$ cat src/rtl/pipe_ctrl.sv
// Pipeline sequencing controller for a 5-stage CPU: per-stage enables/flushes,
// load-use bubbles, branch flushes, data-memory wait with timeout, halt/drain.
module pipe_ctrl #(
  parameter int unsigned WAIT_MAX  = 15,
  parameter int unsigned DRAIN_CYC = 4
) (
  input  logic        Clk,
  input  logic        Reset,
  input  logic [4:0]  D_Rs,
  input  logic [4:0]  D_Rt,
  input  logic        D_UseRt,
  input  logic        E_MemRd,
  input  logic [4:0]  E_Rw,
  input  logic        E_BrTaken,
  input  logic        M_MemReq,
  input  logic        MemAck,
  input  logic        Halt,
  output logic        PC_En,
  output logic        FD_En,
  output logic        DE_En,
  output logic        EM_En,
  output logic        MW_En,
  output logic        FD_Flush,
  output logic        DE_Flush,
  output logic        MW_Flush,
  output logic        MemErr,
  output logic        Halted,
  output logic [15:0] StallCnt
);

  localparam logic [2:0] ST_RUN    = 3'd0;
  localparam logic [2:0] ST_WAIT   = 3'd1;
  localparam logic [2:0] ST_DRAIN  = 3'd2;
  localparam logic [2:0] ST_HALTED = 3'd3;
  localparam logic [2:0] ST_ERROR  = 3'd4;

  localparam logic [7:0] WAIT_LAST  = 8'(WAIT_MAX);
  localparam logic [7:0] DRAIN_LAST = 8'(DRAIN_CYC);

  logic [2:0]  state_q, state_d;
  logic [7:0]  wait_cnt_q, wait_cnt_d;
  logic [7:0]  drain_cnt_q, drain_cnt_d;
  logic [15:0] stall_cnt_q, stall_cnt_d;
  logic        mem_err_q, mem_err_d;

  logic memstall;
  logic loaduse;

  assign memstall = M_MemReq & ~MemAck;
  assign loaduse  = E_MemRd & (E_Rw != 5'd0) &
                    ((E_Rw == D_Rs) | (D_UseRt & (E_Rw == D_Rt)));

  always_comb begin
    PC_En       = 1'b0;
    FD_En       = 1'b0;
    DE_En       = 1'b0;
    EM_En       = 1'b0;
    MW_En       = 1'b0;
    FD_Flush    = 1'b0;
    DE_Flush    = 1'b0;
    MW_Flush    = 1'b0;
    state_d     = state_q;
    wait_cnt_d  = wait_cnt_q;
    drain_cnt_d = drain_cnt_q;
    mem_err_d   = mem_err_q;

    case (state_q)
      ST_RUN: begin
        if (memstall) begin
          MW_En      = 1'b1;
          MW_Flush   = 1'b1;
          state_d    = ST_WAIT;
          wait_cnt_d = 8'd1;
        end else if (E_BrTaken) begin
          PC_En    = 1'b1;
          FD_En    = 1'b1;
          DE_En    = 1'b1;
          EM_En    = 1'b1;
          MW_En    = 1'b1;
          FD_Flush = 1'b1;
          DE_Flush = 1'b1;
        end else if (loaduse) begin
          DE_En    = 1'b1;
          EM_En    = 1'b1;
          MW_En    = 1'b1;
          DE_Flush = 1'b1;
        end else if (Halt) begin
          FD_En       = 1'b1;
          DE_En       = 1'b1;
          EM_En       = 1'b1;
          MW_En       = 1'b1;
          FD_Flush    = 1'b1;
          state_d     = ST_DRAIN;
          drain_cnt_d = 8'd1;
        end else begin
          PC_En = 1'b1;
          FD_En = 1'b1;
          DE_En = 1'b1;
          EM_En = 1'b1;
          MW_En = 1'b1;
        end
      end

      ST_WAIT: begin
        if (memstall) begin
          MW_En    = 1'b1;
          MW_Flush = 1'b1;
          if (wait_cnt_q == WAIT_LAST) begin
            mem_err_d = 1'b1;
            state_d   = ST_ERROR;
          end else begin
            wait_cnt_d = wait_cnt_q + 8'd1;
          end
        end else begin
          // Access finished: resolve any branch/load-use waiting behind it now.
          state_d    = ST_RUN;
          wait_cnt_d = 8'd0;
          DE_En      = 1'b1;
          EM_En      = 1'b1;
          MW_En      = 1'b1;
          if (E_BrTaken) begin
            PC_En    = 1'b1;
            FD_En    = 1'b1;
            FD_Flush = 1'b1;
            DE_Flush = 1'b1;
          end else if (loaduse) begin
            DE_Flush = 1'b1;
          end else begin
            PC_En = 1'b1;
            FD_En = 1'b1;
          end
        end
      end

      ST_DRAIN: begin
        if (memstall) begin
          MW_En    = 1'b1;
          MW_Flush = 1'b1;
          if (wait_cnt_q == WAIT_LAST) begin
            mem_err_d = 1'b1;
            state_d   = ST_ERROR;
          end else begin
            wait_cnt_d = wait_cnt_q + 8'd1;
          end
        end else begin
          FD_En      = 1'b1;
          DE_En      = 1'b1;
          EM_En      = 1'b1;
          MW_En      = 1'b1;
          FD_Flush   = 1'b1;
          wait_cnt_d = 8'd0;
          if (drain_cnt_q == DRAIN_LAST) begin
            state_d = ST_HALTED;
          end else begin
            drain_cnt_d = drain_cnt_q + 8'd1;
          end
        end
      end

      ST_HALTED, ST_ERROR: begin
      end

      default: state_d = ST_RUN;
    endcase

    if (Reset) begin
      PC_En    = 1'b0;
      FD_En    = 1'b0;
      DE_En    = 1'b0;
      EM_En    = 1'b0;
      MW_En    = 1'b0;
      FD_Flush = 1'b0;
      DE_Flush = 1'b0;
      MW_Flush = 1'b0;
    end
  end

  always_comb begin
    stall_cnt_d = stall_cnt_q;
    if (((state_q == ST_RUN) || (state_q == ST_WAIT)) && !PC_En &&
        (stall_cnt_q != 16'hFFFF)) begin
      stall_cnt_d = stall_cnt_q + 16'd1;
    end
  end

  always_ff @(posedge Clk) begin
    if (Reset) begin
      state_q     <= ST_RUN;
      wait_cnt_q  <= 8'd0;
      drain_cnt_q <= 8'd0;
      stall_cnt_q <= 16'd0;
      mem_err_q   <= 1'b0;
    end else begin
      state_q     <= state_d;
      wait_cnt_q  <= wait_cnt_d;
      drain_cnt_q <= drain_cnt_d;
      stall_cnt_q <= stall_cnt_d;
      mem_err_q   <= mem_err_d;
    end
  end

  assign MemErr   = mem_err_q;
  assign Halted   = (state_q == ST_HALTED);
  assign StallCnt = stall_cnt_q;

endmodule

$ cat config.mk
export PLATFORM = sky130hd
export DESIGN_NAME = pipe_ctrl
export DESIGN_NICKNAME = d
export VERILOG_FILES = /design/src/rtl/pipe_ctrl.sv
export SDC_FILE = /design/constraint.sdc
export NUM_CORES = 1
export LEC_CHECK = 0
export CAP_MARGIN = 0
export CORE_UTILIZATION = 54
export DETAILED_ROUTE_END_ITERATION = 12
export PLACE_DENSITY = 0.89
export SETUP_SLACK_MARGIN = 0.2
export SLEW_MARGIN = 20
export SYNTH_ARGS = -nofsm -noshare
export SYNTH_HDL_FRONTEND = slang
export SYNTH_SLANG_ARGS = --single-unit
$ cat constraint.sdc
create_clock -name Clk -period 4.3 [get_ports Clk]
set_clock_uncertainty 0.2 [all_clocks]
set_input_delay 0.645 -clock Clk [delete_from_list [all_inputs] [get_ports Clk]]
set_output_delay 0.645 -clock Clk [all_outputs]
set_load 0.02 [all_outputs]
==> results.txt, run 1 <==
fin. max-slew vios: 0
Cell Chain, Critical Path: clkdlybuf4s50_1 -> xor2_1 -> nor4_1 -> a32oi_1 -> nor2_1 -> nor2_1 -> o21a_1 -> clkdlybuf4s50_1
max-cap viol count: 0
wire per inst: 14.2 um
Most used DFF post-synth: dfxtp_1
core box area: 3740 sq um
Reg2Reg Setup Slack: 1.51 ns
cts hold-fix bufs: 0
post-synthesis sequential area ratio: 0.333
Final Critical Period: 3.83 ns
cts bufs inserted: 5
Mapped Avg Cell Area: 7.87 sq um
Async S/R FF share, synth: 0
initial antenna violation count: 0
gr usage total: 0.265
Clock Tree Root: clkbuf_8
Post-synth EDFFs: 0
Worst Hold Class: register to register
CTS tree: yes
final worst path period share: 0.890
CTS Buffer Depth: 2
post-route ant nets: 0
fraction of layout cells with a size suffix above 1: 0.0590
CTS resizes: 0
global route total overflow: 0
synthesized cell area: 2160 sq um
number of global-route vias before repair: 2063
ant diodes: 0
First DRT Iteration DRCs: 196
# rows: 22
area of the die: 4260 sq um
DRC: 0
Worst slew margin: 0.448
Vias: 2229
final RePlAce weighted congestion: 0.834
I/O Buffers: 48
CTS clk-pin slew, worst paths: 0.07 ns
drt first pass iters: 4
H-tree depth: 2
global-route wire length before repair: 8820 um
Worst Path Required: 3.45 ns
Ports: 49
status: complete, no violations
setup_tns: 0 ns
P_leak: 0.000961 uW
Crit Path Category: input pin to output port
buffer count from post-CTS setup fixing: 0
Yosys reg bits: 36
post-route insts no fill: 370
final setup vio count: 0
final hold violation count: 0
chip width: 65.3 um
latest clock arrival within the worst-skew pair: 0.29 ns
largest net degree at the start of global routing: 31
DRT Wirelength: 5240 um
vias per cell: 6.02
Worst Tran Pin Value: 0.827 ns
nets: 348
synthesized instance count: 275
Starting Density: 0.578
Worst EP arrival: 2.98 ns
Synth Net Count: 302
Critical Path Source Type: input pin
CP Capture Type: output port
DIE HEIGHT: 65.3 um
clk sinks: 36
Ys Warns: 0
filler cell count: 301
Post-DP HPWL: 3810 um
synth unique cells: 45
cell count after placement: 362
synth-to-layout area growth: 27.5%
RSZ-0062 raised after global routing: false
CP max FO: 6
Pwr Density: 352 nW/um^2
fmax: 261 MHz
Crit path largest cell delay: 0.53 ns
Peak supply drop: 0.258 mV
slowest cell on the critical path: clkdlybuf4s50_1
cell families after synthesis:
logic type      Yosys count  share of synthesized area
compound gates           65                      0.191
xor+xnor                 17                     0.0688
fa+ha+maj                 4                     0.0231
buf+inv                  20                     0.0422
flops                    36                      0.333
mux                       7                     0.0359
simple gates            126                      0.306
synthesized netlist by cell type (5+ instances only):
cell,count,area [sq um]
xnor2_1,5,43.8
o31ai_1,9,67.6
dfxtp_1,36,721
nand2_1,20,75.1
nand4_1,7,43.8
a21oi_1,23,115
nor3_1,7,35.0
inv_1,8,30.0
mux2_2,6,67.6
nor2_1,33,124
o21ai_0,13,65.1
nor2b_1,7,43.8
xor2_1,12,105
nand3_1,14,70.1
or3_1,7,43.8
or4_1,9,67.6
flip-flops by register name (all words and copies together), names as in the netlist:
register,count
StallCnt,16
wait_cnt_q,8
MemErr,1
drain_cnt_q,8
state_q,3
cell usage in the layout (no fill, tap or decap), types with 7 or more instances in the layout:
cell             netlist  layout
dfxtp_1               36      36
nand3_1               14      14
o31ai_1                9       9
nor3_1                 7       7
xor2_1                12      12
nor2_1                33      33
or4_1                  9       9
clkdlybuf4s50_1        0      48
nand2_1               20      20
inv_1                  8       8
a21oi_1               23      23
nand4_1                7       7
o21ai_0               13      13
nor2b_1                7       7
or3_1                  7       7
final timing paths:
kind	from	endpoint	depth (start not counted)
min	MemErr	MemErr	2
min reg2reg	MemErr	MemErr	2
max reg2reg	state_q[1]	drain_cnt_q[7]	6
max	E_Rw[3]	FD_Flush	8
routing by layer:
layer  share of wire  GRT usage  vias up
li1                -          -     1106
met1            0.44      0.311     1036
met2            0.49      0.478       80
met3           0.054     0.0486        7
met4           0.014     0.0924        0
met5               0          0        -
worst max-delay path: cells and delay by family:
kind                   cells  cell delay (ns)
XOR/XNOR                   1             0.19
AND/OR/NAND/NOR            3             0.71
buffers and inverters      2             1.00
AO/OA/AOI/OAI              2             0.44
per-stage QoR:
step	utilization	setup WS [ns]	total power, uW	hold WS (ns)	cell area (sq um)
2_1_floorplan	-	1.50	626	0.249	2160
3_3_place_gp	0.712	0.544	717	0.251	2670
3_5_place_dp	0.712	0.474	724	0.271	2670
4_1_cts	0.737	0.465	974	0.292	2760
5_1_grt	0.737	0.297	1030	0.312	2760
6_report	0.737	0.474	971	0.284	2760
where the power goes:
group	total [uW]	internal, uW	leakage [uW]	switching (uW)
Combinational	329	141	0.000625	188
Clock	250	130	0.0000445	120
Sequential	393	355	0.000291	37.8
layout make-up:
cell class,instances,area [sq um],share of cell area
multi-input combinational,219,1350,0.490
sequential,36,721,0.261
timing repair buffer,51,503,0.182
clock buffer,7,86.3,0.0313
tap,48,60.1,0.0218
inverter,8,30.0,0.0109
clock inverter,1,7.51,0.00272
(Power assumes the default switching activity.)
==> inputs of run 2 (changes only) <==
--- a/config.mk
+++ b/config.mk
@@ -6,6 +6,7 @@
 export NUM_CORES = 1
 export LEC_CHECK = 0
 export CAP_MARGIN = 0
+export CORE_MARGIN = 5
 export CORE_UTILIZATION = 54
 export DETAILED_ROUTE_END_ITERATION = 12
 export PLACE_DENSITY = 0.89
==> results.txt, run 2 (synthesized netlist as in run 1, its figures left out) <==
status: complete, no violations
nets: 346 (-0.57%)
DIE HEIGHT: 73.3 um (+12%)
max-cap viol count: 0 (unchanged)
Worst Path Required: 3.45 ns (about the same)
Critical Path Source Type: input pin
chip width: 73.3 um (+12%)
H-tree depth: 2 (unchanged)
fmax: 260 MHz (-0.51%)
CP max FO: 6 (unchanged)
RSZ-0062 raised after global routing: false
core box area: 3940 sq um (+5.3%)
slowest cell on the critical path: clkdlybuf4s50_1
vias per cell: 5.87 (-2.6%)
Vias: 2166 (-2.8%)
number of global-route vias before repair: 2110 (+2.3%)
Largest register FFs: 16 (unchanged)
area occupied by multi-input gates: 1350 sq um (unchanged)
largest net degree at the start of global routing: 31 (unchanged)
commonest non-fill, non-tap cells in the layout: clkdlybuf4s50_1 (48), dfxtp_1 (36), nor2_1 (33)
global-route wire length before repair: 9300 um (+5.5%)
met3 Resource Use GR: 0.0588 (+0.0102)
gr usage total: 0.217 (-0.0485)
Peak supply drop: 0.177 mV (-31%)
I/O Buffers: 48 (unchanged)
commonest non-fill, non-tap cell in the layout: clkdlybuf4s50_1
Min Hold Slack: 0.255 ns (-0.0296 ns)
met2 usage: 0.372 (-0.106)
final worst path period share: 0.894 (+0.00457)
# rows: 23 (+4.5%)
GRT busiest layer: met2
cts hold-fix bufs: 0 (unchanged)
final RePlAce weighted congestion: 0.870 (+4.4%)
Post-DP HPWL: 3990 um (+4.7%)
drt first pass iters: 4 (unchanged)
CTS Buffer Depth: 2 (unchanged)
fraction of layout cells with a size suffix above 1: 0.0502 (-0.00885)
global route total overflow: 0 (unchanged)
area of the die: 5370 sq um (+26%)
ant diodes: 0 (unchanged)
filler cell count: 333 (+11%)
CTS clk-pin slew, worst paths: 0.06 ns (about the same)
setup_tns: 0 ns (unchanged)
First DRT Iteration DRCs: 84 (-57%)
CTS tree: yes
Worst EP arrival: 3.00 ns (+0.02 ns)
Worst Tran Pin Value: 0.776 ns (-0.0509 ns)
Crit Path Category: input pin to output port
Final Critical Period: 3.85 ns (+0.0196 ns)
post-route insts no fill: 369 (-0.27%)
Pwr Density: 345 nW/um^2 (-1.9%)
synth-to-layout area growth: 26.2%
Starting Density: 0.549 (-0.0292)
storage element area: 721 sq um (unchanged)
clk sinks: 36 (unchanged)
CP Capture Type: output port
final setup vio count: 0 (unchanged)
Clock Tree Root: clkbuf_8
latest clock arrival within the worst-skew pair: 0.28 ns (about the same)
initial antenna violation count: 0 (unchanged)
CTS resizes: 0 (unchanged)
fin. max-slew vios: 0 (unchanged)
cell count after placement: 362 (unchanged)
Ports: 49 (unchanged)
DRT Wirelength: 5360 um (+2.3%)
Worst Hold Class: register to register
GR met1 Demand/Resource: 0.257 (-0.0536)
buffer count from post-CTS setup fixing: 0 (unchanged)
Crit path largest cell delay: 0.53 ns (about the same)
Worst slew margin: 0.482 (+0.0339)
P_leak: 0.000948 uW (-1.4%)
cts bufs inserted: 5 (unchanged)
Cell Chain, Critical Path: clkdlybuf4s50_1 -> xor2_1 -> nor4_1 -> a32oi_1 -> nor2_1 -> nor2_1 -> o21a_1 -> clkdlybuf4s50_1
post-route ant nets: 0 (unchanged)
wire per inst: 14.5 um (+2.5%)
DRC: 0 (unchanged)
final hold violation count: 0 (unchanged)
## run 2: cell types whose count changed in the layout (fill, tap and decap cells not counted), sizes merged
cell      before  now
buf            3    1
clkbuf         7    6
clkinv         0    1
clkinvlp       1    0
## run 2: final cells by class
class	instances	share of cell area
sequential	36	0.264
clock buffer	6	0.0266
timing repair buffer	49	0.179
tap	50	0.0229
clock inverter	1	0.00183
inverter	8	0.0110
multi-input combinational	219	0.495
## run 2: path summary, 6_finish.rpt
path	cells past startpoint	end	start	slack [ns]
max	8	FD_Flush	E_Rw[3]	0.45
min	2	MemErr	MemErr	0.25
max reg2reg	6	drain_cnt_q[7]	state_q[1]	1.53
min reg2reg	2	MemErr	MemErr	0.25
## run 2: report_power, final
part | switching, uW | internal [uW] | total (uW)
clock | 113 | 110 | 223
combinational | 191 | 137 | 328
sequential | 36.4 | 355 | 391
## run 2: critical path, delay by kind of cell
| kind | cells | cell delay, ns |
|---|---|---|
| buffers and inverters | 2 | 1.00 |
| xor gates and xnor gates | 1 | 0.19 |
| AOI/OAI and AO/OA | 2 | 0.44 |
| and+or+nand+nor | 3 | 0.73 |
## run 2: metal layers
metal,vias up,routed length (um),share of wire
met2,65,2730,0.51
met1,1006,2250,0.42
li1,1087,-,-
met5,-,0,0
met3,8,307,0.057
met4,0,68,0.013
## run 2: per-stage QoR
step | utilization | area (sq um) | total power (uW) | setup slack, ns
after floorplan | - | 2160 | 626 | 1.50
after global placement | 0.673 | 2650 | 712 | 0.509
after detailed placement | 0.673 | 2650 | 723 | 0.466
after CTS | 0.692 | 2730 | 949 | 0.451
after global routing | 0.692 | 2730 | 1000 | 0.251
final | 0.692 | 2730 | 943 | 0.454
==> inputs of run 3 (changes only) <==
--- a/config.mk
+++ b/config.mk
@@ -7,9 +7,10 @@
 export LEC_CHECK = 0
 export CAP_MARGIN = 0
 export CORE_MARGIN = 5
-export CORE_UTILIZATION = 54
+export CORE_UTILIZATION = 56
+export CTS_BUF_LIST = sky130_fd_sc_hd__clkbuf_4 sky130_fd_sc_hd__clkbuf_8
 export DETAILED_ROUTE_END_ITERATION = 12
-export PLACE_DENSITY = 0.89
+export PLACE_DENSITY = 0.92
 export SETUP_SLACK_MARGIN = 0.2
 export SLEW_MARGIN = 20
 export SYNTH_ARGS = -nofsm -noshare
==> results.txt, run 3 (synthesized netlist as in run 1, its figures left out) <==
fraction of layout cells with a size suffix above 1: 0.0563 (+0.00609)
Worst EP arrival: 3.00 ns (about the same)
setup_tns: 0 ns (unchanged)
Hold Crit Start: MemErr
Crit Path Category: input pin to output port
Peak supply drop: 0.225 mV (+27%)
Pwr Density: 348 nW/um^2 (+0.79%)
First DRT Iteration DRCs: 116 (+38%)
post-place setup slack: 0.475 ns (+0.00954 ns)
Critical Path Source Type: input pin
CTS tree: yes
commonest non-fill, non-tap cells in the layout: clkdlybuf4s50_1 (48), dfxtp_1 (36), nor2_1 (33)
final worst slack: 0.458 ns (+0.00376 ns)
filler cell count: 292 (-12%)
Largest register FFs: 16 (unchanged)
vias per cell: 5.97 (+1.8%)
cts bufs inserted: 5 (unchanged)
synth-to-layout area growth: 26.5%
wire per inst: 14.4 um (-0.66%)
area occupied by multi-input gates: 1350 sq um (unchanged)
Starting Density: 0.586 (+0.0378)
core box area: 3690 sq um (-6.4%)
final RePlAce weighted congestion: 0.852 (-2.1%)
global-route wire length before repair: 9320 um (+0.15%)
GRT busiest layer: met2
Tot Pwr: 953 uW (+1.1%)
I/O Buffers: 48 (unchanged)
CTS resizes: 0 (unchanged)
CP Capture Type: output port
RR Startpoint: state_q[1]
buffer count from post-CTS setup fixing: 0 (unchanged)
initial antenna violation count: 0 (unchanged)
Worst Hold Class: register to register
final worst path period share: 0.894 (about the same)
number of global-route vias before repair: 2071 (-1.8%)
# rows: 22 (-4.3%)
Post-DP HPWL: 3890 um (-2.4%)
latest clock arrival within the worst-skew pair: 0.29 ns (about the same)
status: complete, no violations
gr usage total: 0.220 (+0.00328)
clk sinks: 36 (unchanged)
CP startpoint: E_Rw[3]
post-route ant nets: 0 (unchanged)
DIE HEIGHT: 72.2 um (-1.6%)
P_leak: 0.000955 uW (+0.72%)
final hold violation count: 0 (unchanged)
CTS Buffer Depth: 2 (unchanged)
fmax: 260 MHz (about the same)
met2 usage: 0.361 (-0.0114)
Ports: 49 (unchanged)
largest net degree at the start of global routing: 30 (-3.2%)
CTS clk-pin slew, worst paths: 0.07 ns (about the same)
global route total overflow: 0 (unchanged)
CP max FO: 6 (unchanged)
area of the die: 5210 sq um (-3.1%)
storage element area: 721 sq um (unchanged)
Worst Path Required: 3.45 ns (about the same)
DRC: 0 (unchanged)
cts hold-fix bufs: 0 (unchanged)
max-cap viol count: 0 (unchanged)
H-tree depth: 2 (unchanged)
GR met1 Demand/Resource: 0.275 (+0.0180)
Final Critical Period: 3.84 ns (-0.00376 ns)
chip width: 72.2 um (-1.6%)
met3 Resource Use GR: 0.0596 (+0.000733)
ant diodes: 0 (unchanged)
DRT Wirelength: 5310 um (-0.93%)
drt first pass iters: 4 (unchanged)
commonest non-fill, non-tap cell in the layout: clkdlybuf4s50_1
nets: 346 (unchanged)
final setup vio count: 0 (unchanged)
Clock Tree Root: clkbuf_8
Worst Tran Pin Value: 0.852 ns (+0.0756 ns)
fin. max-slew vios: 0 (unchanged)
Worst slew margin: 0.432 (-0.0504)
Vias: 2198 (+1.5%)
RSZ-0062 raised after global routing: false
run 3: changes by cell type in the layout (fill, tap and decap cells not counted):
| cell | delta |
|---|---|
| clkbuf_1 | -1 |
| clkinv_4 | +1 |
| clkinv_2 | +1 |
run 3: cell type report:
class                   instances  share of cell area
clock buffers                   5              0.0251
multi-input cells             219               0.494
inverters                       8              0.0110
flip-flops and latches         36               0.263
repair buffers                 49               0.178
clock inverters                 3             0.00686
well taps                      48              0.0219
run 3: final timing paths:
path | end | slack [ns] | cells past startpoint
setup / recovery | FD_Flush | 0.46 | 8
hold / removal | MemErr | 0.27 | 2
setup reg to reg | drain_cnt_q[7] | 1.50 | 6
hold reg to reg | MemErr | 0.27 | 2
run 3: per-stage QoR:
| stage | cells | hold WS (ns) | area, sq um | utilization |
|---|---|---|---|---|
| final | 368 | 0.272 | 2740 | 0.742 |
| after global placement | 360 | 0.248 | 2650 | 0.718 |
| after global routing | 368 | 0.306 | 2740 | 0.742 |
| after CTS | 368 | 0.272 | 2740 | 0.742 |
| after floorplan | 275 | 0.249 | 2160 | - |
| after detailed placement | 360 | 0.254 | 2650 | 0.718 |
run 3: critical path, stage by stage:
cell and delay (ns):
clkdlybuf4s50_1 0.48, xor2_1 0.19, nor4_1 0.31, a32oi_1 0.25, nor2_1 0.31, nor2_1 0.09, o21a_1 0.19, clkdlybuf4s50_1 0.53
run 3: metal layers:
| metal | up-vias | wire length (um) |
|---|---|---|
| met5 | - | 0 |
| met4 | 0 | 64 |
| met3 | 7 | 327 |
| met2 | 66 | 2550 |
| met1 | 1033 | 2360 |
| li1 | 1092 | - |
run 3: report_power, final:
group	total, uW	switching [uW]	internal, uW	leakage [uW]
registers	392	36.9	355	0.000291
clock network	237	124	113	0.0000479
logic	325	189	136	0.000615
